`src/rtl/p2p_upper_arb_pkg.sv`:
```
// -----------------------------------------------------------------------------
// p2p_upper_arb_pkg
//   Shared definitions for the P2P forward-up arbiter:
//   - default head/data widths of the p2p_upper_* channel
//   - bit positions of the src_dev / dst_dev fields inside the head
//   - arbiter FSM state encodings
// -----------------------------------------------------------------------------
package p2p_upper_arb_pkg;

  localparam int P2P_UHEAD_W = 64;
  localparam int P2P_DATA_W  = 64;

  // Head layout: |63:48 rsvd|47:40 dst|39:32 src|31:16 rsvd|15:0 len|
  localparam int P2P_SRC_DEV_MSB = 39;
  localparam int P2P_SRC_DEV_LSB = 32;
  localparam int P2P_DST_DEV_MSB = 47;
  localparam int P2P_DST_DEV_LSB = 40;
  localparam int P2P_DEV_W       = P2P_SRC_DEV_MSB - P2P_SRC_DEV_LSB + 1;

  typedef enum logic {
    P2P_ARB_IDLE = 1'b0,  // between packets, free to pick a new channel
    P2P_ARB_LOCK = 1'b1   // mid-packet, grant frozen on one channel
  } p2p_arb_state_e;

endpackage

```
`src/rtl/p2p_rr_pick.sv`:
```
// -----------------------------------------------------------------------------
// p2p_rr_pick
//   Combinational round-robin pick: first requesting channel at or after ptr,
//   wrapping from N-1 back to 0.
// Ports:
//   req      in   N      request vector
//   ptr      in   IDX_W  highest-priority channel index
//   gnt_oh   out  N      one-hot pick (all zero when nothing requests)
//   gnt_idx  out  IDX_W  binary index of the pick (0 when nothing requests)
//   any      out  1      at least one request present
// -----------------------------------------------------------------------------
module p2p_rr_pick #(
  parameter int N     = 4,
  parameter int IDX_W = 2
) (
  input  logic [N-1:0]     req,
  input  logic [IDX_W-1:0] ptr,
  output logic [N-1:0]     gnt_oh,
  output logic [IDX_W-1:0] gnt_idx,
  output logic             any
);

  logic [IDX_W-1:0] idx;

  // NOTE: every output of a combinational block gets a default before any
  // conditional assignment, otherwise the unassigned paths infer latches.
  always_comb begin
    gnt_oh  = '0;
    gnt_idx = '0;
    any     = 1'b0;
    idx     = '0;
    for (int off = 0; off < N; off++) begin
      idx = IDX_W'((int'(ptr) + off) % N);
      if (!any && req[idx]) begin
        any          = 1'b1;
        gnt_oh[idx]  = 1'b1;
        gnt_idx      = idx;
      end
    end
  end

endmodule

```
`src/rtl/p2p_upper_arb.sv`:
```
// -----------------------------------------------------------------------------
// p2p_upper_arb
//   Packet-atomic round-robin arbiter merging CHNL_NUM device-side streams into
//   the single p2p_upper_* channel feeding the P2P initiator. Once a channel's
//   first beat is accepted the grant is held until its last beat, regardless of
//   gaps in that channel's valid. Optionally stamps the granted index into the
//   head src_dev field. One registered output stage, full throughput.
// Optional feature:
//   P2P_UP_ARB_STAT_EN  per-channel 32-bit packet counters (stat_clr /
//                       stat_pkt_cnt ports exist only when defined)
// Ports:
//   clk, rst_n        clock, async active-low reset
//   s_upper_valid     in   CHNL_NUM          per-channel beat valid
//   s_upper_last      in   CHNL_NUM          per-channel last beat
//   s_upper_head      in   CHNL_NUM*UHEAD_W  per-channel head (first beat only)
//   s_upper_data      in   CHNL_NUM*DATA_W   per-channel data
//   s_upper_ready     out  CHNL_NUM          per-channel ready
//   p2p_upper_valid   out  1                 merged beat valid
//   p2p_upper_last    out  1                 merged last
//   p2p_upper_head    out  UHEAD_W           merged head
//   p2p_upper_data    out  DATA_W            merged data
//   p2p_upper_ready   in   1                 backpressure from P2P
//   stat_clr          in   1                 clear all packet counters
//   stat_pkt_cnt      out  CHNL_NUM*32       per-channel packet counts
// -----------------------------------------------------------------------------
module p2p_upper_arb
  import p2p_upper_arb_pkg::*;
#(
  parameter int CHNL_NUM     = 4,
  parameter int CHNL_NUM_LOG = 2,
  parameter int UHEAD_W      = P2P_UHEAD_W,
  parameter int DATA_W       = P2P_DATA_W,
  parameter int STAMP_SRC    = 1
) (
  input  logic                         clk,
  input  logic                         rst_n,
  input  logic [CHNL_NUM-1:0]          s_upper_valid,
  input  logic [CHNL_NUM-1:0]          s_upper_last,
  input  logic [CHNL_NUM*UHEAD_W-1:0]  s_upper_head,
  input  logic [CHNL_NUM*DATA_W-1:0]   s_upper_data,
  output logic [CHNL_NUM-1:0]          s_upper_ready,
  output logic                         p2p_upper_valid,
  output logic                         p2p_upper_last,
  output logic [UHEAD_W-1:0]           p2p_upper_head,
  output logic [DATA_W-1:0]            p2p_upper_data,
  input  logic                         p2p_upper_ready
`ifdef P2P_UP_ARB_STAT_EN
  ,
  input  logic                         stat_clr,
  output logic [CHNL_NUM*32-1:0]       stat_pkt_cnt
`endif
);

  p2p_arb_state_e          state_q, state_d;
  logic [CHNL_NUM_LOG-1:0] ptr_q;
  logic [CHNL_NUM_LOG-1:0] grant_q;
  logic [CHNL_NUM_LOG-1:0] sel;
  logic                    run_q;

  logic [CHNL_NUM-1:0]     pick_oh;
  logic [CHNL_NUM_LOG-1:0] pick_idx;
  logic                    pick_any;

  logic                    out_acc;
  logic [CHNL_NUM-1:0]     hs_vec;
  logic                    in_hs;
  logic                    sel_last;
  logic                    first_beat;
  logic [UHEAD_W-1:0]      head_in;
  logic [DATA_W-1:0]       data_in;

  // Output register can take a beat when empty or draining this cycle.
  assign out_acc    = !p2p_upper_valid || p2p_upper_ready;
  assign first_beat = (state_q == P2P_ARB_IDLE);

  p2p_rr_pick #(
    .N     (CHNL_NUM),
    .IDX_W (CHNL_NUM_LOG)
  ) u_pick (
    .req     (s_upper_valid),
    .ptr     (ptr_q),
    .gnt_oh  (pick_oh),
    .gnt_idx (pick_idx),
    .any     (pick_any)
  );

  // Ready generation. run_q keeps all readies low while reset is held and for
  // the first edge after release, so no beat is taken into a resetting stage.
  always_comb begin
    s_upper_ready = '0;
    sel           = grant_q;
    case (state_q)
      P2P_ARB_IDLE: begin
        sel = pick_idx;
        if (run_q && pick_any && out_acc) s_upper_ready = pick_oh;
      end
      P2P_ARB_LOCK: begin
        // Frozen on the granted channel even while it has no valid.
        s_upper_ready[grant_q] = out_acc;
      end
    endcase
  end

  assign hs_vec   = s_upper_valid & s_upper_ready;
  assign in_hs    = |hs_vec;
  assign sel_last = s_upper_last[sel];
  assign data_in  = s_upper_data[int'(sel)*DATA_W +: DATA_W];

  always_comb begin
    head_in = s_upper_head[int'(sel)*UHEAD_W +: UHEAD_W];
    if (STAMP_SRC != 0)
      head_in[P2P_SRC_DEV_MSB:P2P_SRC_DEV_LSB] = P2P_DEV_W'(sel);
  end

  always_comb begin
    state_d = state_q;
    if (in_hs) begin
      case (state_q)
        P2P_ARB_IDLE: if (!sel_last) state_d = P2P_ARB_LOCK;
        P2P_ARB_LOCK: if (sel_last)  state_d = P2P_ARB_IDLE;
      endcase
    end
  end

  // NOTE: clocked state uses non-blocking assignments so every register sees
  // the pre-edge values of the others, independent of statement order.
  always_ff @(posedge clk or negedge rst_n) begin
    if (!rst_n) begin
      state_q <= P2P_ARB_IDLE;
      ptr_q   <= '0;
      grant_q <= '0;
      run_q   <= 1'b0;
    end else begin
      state_q <= state_d;
      run_q   <= 1'b1;
      if (in_hs && first_beat) begin
        grant_q <= pick_idx;
        ptr_q   <= (pick_idx == CHNL_NUM_LOG'(CHNL_NUM - 1)) ? '0
                                                             : pick_idx + 1'b1;
      end
    end
  end

  // Output stage: head captured on the first beat only and held for the rest
  // of the packet; whole beat held while stalled.
  always_ff @(posedge clk or negedge rst_n) begin
    if (!rst_n) begin
      p2p_upper_valid <= 1'b0;
      p2p_upper_last  <= 1'b0;
      p2p_upper_head  <= '0;
      p2p_upper_data  <= '0;
    end else if (in_hs) begin
      p2p_upper_valid <= 1'b1;
      p2p_upper_last  <= sel_last;
      p2p_upper_data  <= data_in;
      if (first_beat) p2p_upper_head <= head_in;
    end else if (p2p_upper_ready) begin
      p2p_upper_valid <= 1'b0;
    end
  end

`ifdef P2P_UP_ARB_STAT_EN
  logic [31:0] cnt_q [CHNL_NUM];

  // NOTE: the counter array is a bank of flops (not a RAM), so it is cleared
  // by reset like any other state register.
  always_ff @(posedge clk or negedge rst_n) begin
    if (!rst_n) begin
      for (int i = 0; i < CHNL_NUM; i++) cnt_q[i] <= '0;
    end else if (stat_clr) begin
      for (int i = 0; i < CHNL_NUM; i++) cnt_q[i] <= '0;
    end else begin
      for (int i = 0; i < CHNL_NUM; i++)
        if (hs_vec[i] && s_upper_last[i]) cnt_q[i] <= cnt_q[i] + 32'd1;
    end
  end

  for (genvar g = 0; g < CHNL_NUM; g++) begin : g_stat
    assign stat_pkt_cnt[g*32 +: 32] = cnt_q[g];
  end
`else
  // Statistics disabled: arbitration is unaffected.
`endif

endmodule
```
`config.mk`:
```
export PLATFORM = sky130hd
export DESIGN_NAME = p2p_upper_arb
export DESIGN_NICKNAME = d
export VERILOG_FILES = /design/src/rtl/p2p_upper_arb_pkg.sv /design/src/rtl/p2p_rr_pick.sv /design/src/rtl/p2p_upper_arb.sv
export SDC_FILE = /design/constraint.sdc
export NUM_CORES = 1
export LEC_CHECK = 0
export CAP_MARGIN = 20
export CORE_AREA = 2 2 254 256
export CTS_CLUSTER_SIZE = 30
export DETAILED_ROUTE_END_ITERATION = 10
export DIE_AREA = 0 0 256 258
export GPL_TIMING_DRIVEN = 0
export PLACE_DENSITY = 0.48
export SYNTH_ARGS = -nofsm -noshare
export SYNTH_HDL_FRONTEND = slang
export SYNTH_SLANG_ARGS = --single-unit
```
`constraint.sdc`:
```
create_clock -name clk -period 7.98 [get_ports clk]
set_clock_uncertainty 0.15 [all_clocks]
set_input_delay 1.197 -clock clk [delete_from_list [all_inputs] [get_ports clk]]
set_output_delay 1.197 -clock clk [all_outputs]
set_load 0.1 [all_outputs]
```
## Word-level counts from Yosys, hierarchy flattened

Index checks and enable logic that the tools add are counted.

| operators by class | value |
|---|---|
| add/subtract/negate cells | 4 |
| magnitude comparators | 11 |
| equal/unequal tests | 1 |
| shifts and indexed selects | 2 |
| mux-type cells | 39 |
| bitwise logic cells | 6 |
| reduce and logical (&&, ||, !) cells | 19 |

Operators by type and width:

| kind | number |
|---|---|
| 256-bit by 9-bit indexed part select with 64-bit output | 2 |
| 4-bit two-way mux | 5 |
| 2-bit by 3-bit less-than comparator with 1-bit output, second input constant | 6 |
| 1-bit two-way mux | 17 |
| 2-bit two-way mux | 6 |
| 4-bit bitwise OR | 3 |
| 1-bit logical AND | 11 |
| 1-bit binary-select mux with 2-bit select | 5 |
| 1-bit demux with 2-bit select | 5 |
| 2-bit by 1-bit greater-or-equal comparator with 1-bit output, second input constant | 5 |
| 4-bit bitwise AND | 2 |
| 4-bit one-hot mux with 2 select lines | 1 |
| 2-bit by 1-bit adder with 2-bit output, second input constant | 2 |
| 2-bit adder, second input constant | 2 |
| 1-bit zero test | 4 |
| 4-bit OR reduction | 1 |
| 2-bit == test, second input constant | 1 |
| 2-bit AND reduction | 1 |
| 2-bit nonzero test | 1 |
| 1-bit logical OR | 1 |
| 1-bit inverter | 1 |

| storage, ports and cells | value |
|---|---|
| bits in registers | 130 |

## Longest topological paths before layout

| logic depth | value |
|---|---|
| word-level depth | 19 |
| gate-level depth with buffers | 13 |

## Modules after synthesis

From an unflattened synthesis, not the netlist that was laid out.

| second synthesis, totals | value |
|---|---|
| cells, all modules | 499 |
| area, all modules | 8759.7 um^2 |

By module, submodules not included:

| module | instances | cells an instance | area each (um^2) | sequential area each (um^2) |
|---|---|---|---|---|
| p2p_upper_arb | 1 | 454 | 8338.0 | 3253.1 |
| p2p_rr_pick | 1 | 45 | 421.7 | 0.0 |

## Least setup slack after synthesis

OpenSTA, ideal clock, no wires.

| timing | value |
|---|---|
| kind | input to output |
| start | in s_upper_valid[0] |
| end | out s_upper_ready[0] |
| arrival time | 4.299 ns |
| data required time | 6.633 ns |
| slack | 2.334 ns |
| cell stages on the path | 5 |
| buffers on the path | 1 |
| cell sequence | buf_2 mux4_2 nor3b_1 o21ai_0 o21ai_0 |

| between the ends | value |
|---|---|
| word-level cells in the longest chain between the ends | 16 |
| elaborated cells between the ends (all ways) | 29 |

RTL lines:

| item | RTL line | source |
|---|---|---|
| start: declaration | p2p_upper_arb.sv:37 | `input logic [CHNL_NUM-1:0] s_upper_valid,` |
| 1-bit binary-select mux with 2-bit select | p2p_rr_pick.sv:34 | `if (!any && req[idx]) begin` |
| 1-bit two-way mux (not written as such) | p2p_rr_pick.sv:34 |  |
| 1-bit two-way mux | p2p_rr_pick.sv:34 |  |
| 1-bit zero test | p2p_rr_pick.sv:34 |  |
| 1-bit logical AND | p2p_rr_pick.sv:34 |  |
| 1-bit two-way mux | p2p_rr_pick.sv:34 |  |
| 1-bit zero test | p2p_rr_pick.sv:34 |  |
| 1-bit logical AND | p2p_rr_pick.sv:34 |  |
| 1-bit two-way mux | p2p_rr_pick.sv:34 |  |
| 1-bit zero test | p2p_rr_pick.sv:34 |  |
| 1-bit logical AND | p2p_rr_pick.sv:34 |  |
| 1-bit two-way mux | p2p_rr_pick.sv:34 |  |
| 1-bit logical AND (2 in series) | p2p_upper_arb.sv:95 | `if (run_q && pick_any && out_acc) s_upper_ready = pick_oh;` |
| 4-bit two-way mux * | p2p_upper_arb.sv:95 |  |
| 4-bit one-hot mux with 2 select lines * | p2p_upper_arb.sv:92 | `case (state_q)` |
| end: declaration | p2p_upper_arb.sv:41 | `output logic [CHNL_NUM-1:0] s_upper_ready,` |

Mark *: on every way between the ends. The rest lies on a longest branch, timed or not. The select of a mux whose other input is x is not followed.

==> results.py <==
metrics = {
    "routing": {
        "routed_wl_um": 71680,
        "viasPerCell": 4.997,
        "first_iter_violations": 747,
        "first_pass_iters": 5,
        "ant_nets": 0,
        "vias": 13430,
        "post_drt_wl_per_cell_um": 26.68,
        "drcViolationCount": 0,
    },
    "timing": {
        "fin_crit_sh_pct": 94.17,
        "rsz0062_at_grt": "false",
        "finalSetupViolCount": 0,
        "tightest_slew_ns": 1.125,
        "relSlewSlack_pct": 24.75,
        "finalHoldWorstSlack_ns": 0.3553,
        "maxSlewViolCount": 0,
        "fmax_ghz": 0.1331,
        "hold_viol_final": 0,
        "final.min_clock_period_ns": 7.514,
    },
    "floorplan": {
        "die-width_um": 256,
        "die_h_um": 258,
        "row_count": 93,
        "coreArea_um2": 63650,
        "io_pins": 657,
        "dieArea_um2": 66050,
        "start_util_pct": 16.23,
    },
    "synthesis": {
        "synth_adder_area_share_pct": 0.8480,
        "synth-compound-area-share_pct": 39.93,
        "synth_area_um2": 10330,
        "ys_async_sr_fraction_pct": 100.0,
        "yosysTopAreaCellShare_pct": 31.50,
        "synth.largest_area_cell": "dfrtp_1",
        "synthSimpleGateAreaFrac_pct": 17.12,
        "synthXorXnorAreaFrac_pct": 0.08480,
        "netlist_top_cells_area": "dfrtp_1 31%, a211oi_1 18%, and3_1 15%, o2111ai_1 10%, o31ai_1 8.8%",
        "synth_seq_cells": 130,
        "ys_warn_count": 0,
        "ys_seq_area_share_pct": 31.50,
        "postSynthAreaPerCell_um2": 8.851,
        "synth_cell_types": 57,
        "synthFlopType": "dfrtp_1",
        "synth_top_family_by_area": "compound AO/OA/AOI/OAI gates",
        "syn-instance-count": 1167,
        "synth_edf_count": 0,
        "synth_mux_area_share_pct": 2.180,
    },
    "clocking": {
        "numCtsBuffers": 17,
        "cts_buffer_depth": 2,
        "clkLatencyLatePin_ns": 0.50,
        "cts.sinks": 130,
        "cts_tree": "built",
        "cts_hold_buf": 0,
        "post-cts-setup-buffers": 0,
        "cts_root_buf": "clkbuf_16",
        "clk_pin_slew_ns": 0.07,
        "cts.htree.levels": 4,
        "cts-resized-gates": 0,
    },
    "power_and_ir_drop": {
        "total_power_mw": 9.662,
        "p_per_area_nw_per_um2": 527.1,
        "peakVddDrop_uv": 171.6,
        "p_leak_nw": 7.138,
    },
    "critical_path": {
        "cp_common_cell": "buf_2",
        "crit_buf_inv": 7,
        "cp_max_fo": 10,
        "cp.arrival_ns": 6.17,
        "path_delay_family": "buffers and inverters",
        "start_kind": "flip-flop",
        "critPathSlowestCell": "clkdlybuf4s50_1",
        "slowest_delay_ns": 0.99,
        "cp_data_required_time_ns": 6.63,
        "crit_path_end_kind": "primary output",
        "crit_type": "reg -> out",
        "path_cells": "buf_2 > buf_4 > inv_1 > ha_1 > buf_2 > mux2_2 > and3_1 > a2111oi_0 > a2bb2oi_1 > buf_2 > buf_2 > o21ai_0 > clkdlybuf4s50_1",
    },
    "cells_and_area": {
        "fill_cells": 6809,
        "layout.nets": 2344,
        "final_cell_area_um2": 18330,
        "synthToLayoutAreaGrowth_pct": 77.46,
        "drive_gt1_share_pct": 5.911,
        "finish.utilization_pct": 28.80,
    },
    "placed_design": {
        "numPortBuffers": 617,
        "place_area_um2": 17720,
        "place_congestion": 0.9934,
        "dp_hpwl_um": 58520,
    },
    "global_route": {
        "grt_pass1_vias": 13990,
        "grt_usage_pct": 21.19,
        "grt_max_degree": 74,
        "antenna_found_initial": 6,
        "grt_pass1_wl_um": 101800,
        "grt_overflow": 0,
    },
    "flow_run": {
        "max-cap-violations": 0,
    },
    "run_status": {
        "outcome": "completed",
    },
    "hold_path": {
        "min_path_type": "reg -> reg",
    },
}
## layout make-up
type | instances | area [um^2] | share of cell area (%)
antenna | 5 | 12.51 | 0.06826
buffer | 184 | 804.5 | 4.389
clock buffer | 18 | 439.2 | 2.396
clock inverter | 14 | 152.6 | 0.8328
inverter | 14 | 52.55 | 0.2867
multi-input combinational | 844 | 6240 | 34.04
sequential | 130 | 3253 | 17.75
tap | 855 | 1070 | 5.837
timing repair buffer | 623 | 6305 | 34.40
## per-stage QoR
stage / setup TNS [ns] / std cells / worst slack [ns]
final: 0 / 2687 / 0.4655
after global routing: 0 / 2686 / 0.2521
after CTS: 0 / 2682 / 0.5100
after detailed placement: 0 / 2650 / 0.8630
after global placement: -42.88 / 2644 / -0.3597
after floorplan: 0 / 1172 / 2.334
## worst register-to-register path, stage by stage, from the launching register on
cell	delay (ns)
dfrtp_1	0.58
buf_2	0.27
buf_4	0.19
inv_1	0.14
ha_1	0.33
buf_2	0.21
mux2_2	0.37
o211ai_1	0.32
o211ai_2	0.34
nand2_1	0.44
buf_2	0.68
clkbuf_1	0.43
a211oi_1	0.26
o31ai_1	0.27
## registers in the layout, indices dropped and copies added, names as in the netlist, named ones only
signal / cells
grant_q: 2
p2p_upper_data: 64
p2p_upper_head: 58
p2p_upper_last: 1
p2p_upper_valid: 1
ptr_q: 1
run_q: 1
state_q: 1
## synthesized netlist by cell type (2+ instances only)
master	instances
nor2b_1	2
and2_1	2
a211oi_1	242
nor4b_1	2
mux2i_1	9
a221oi_1	3
buf_2	41
ha_1	7
o211ai_2	2
inv_1	13
buf_4	16
a22oi_1	2
and3b_1	3
dfrtp_1	130
and3_1	242
o2111ai_1	121
nor4_1	2
a21oi_1	4
o21ai_0	8
nor3_1	2
o31ai_1	121
o22ai_1	2
mux4_2	5
conb_1	2
nand2b_1	6
nor3b_1	3
nor2_1	6
nand2_1	13
o211ai_1	2
buf_1	2
nand3b_1	2
clkbuf_1	125
## final timing paths
kind,cells after the start,startpoint,slack [ns],to
min reg2reg,1,p2p_upper_last,0.36,p2p_upper_last
min in group asynchronous,1,rst_n,0.51,p2p_upper_data[29]
max reg2reg,13,flip-flop,2.89,p2p_upper_head[16]
max,13,flip-flop,0.47,s_upper_ready[3]
max in group asynchronous,2,rst_n,6.31,p2p_upper_head[25]
min,1,p2p_upper_last,0.36,p2p_upper_last
## metal layers
layer,GRT usage [%],part of all wire (%),up-vias
met2,36.98,50,594
met3,5.899,6.9,73
met5,0,0.032,-
met4,7.749,2.8,4
met1,24.75,40,6630
li1,-,-,6125
## power by group
part	switching, mW	internal [mW]
Combinational	5.50	2.10
Clock	0.363	0.469
Sequential	0.220	1.01
Total	6.08	3.58
## kinds of logic (layout without fill, tap and decap cells)
group	after synthesis	after routing
compound gates	526	526
simple gates	287	287
buf+inv	198	853
flops	130	130
mux	16	16
fa+ha+maj	7	7
other cells	2	12
xor+xnor	1	1
## layout by cell type, fill, tap and decap left out, types with 4 or more instances in the layout
cell	count
dfrtp_1	130
nand2b_1	6
a21oi_1	4
nand2_1	13
clkinvlp_4	4
inv_1	13
diode_2	5
buf_4	16
conb_1	7
o21ai_0	8
mux2i_1	9
clkbuf_1	123
nor2_1	6
a211oi_1	242
and3_1	242
mux4_2	5
o31ai_1	121
buf_2	41
clkbuf_16	17
clkdlybuf4s50_1	616
ha_1	7
o2111ai_1	121
Power figures use the tool's default switching activity.
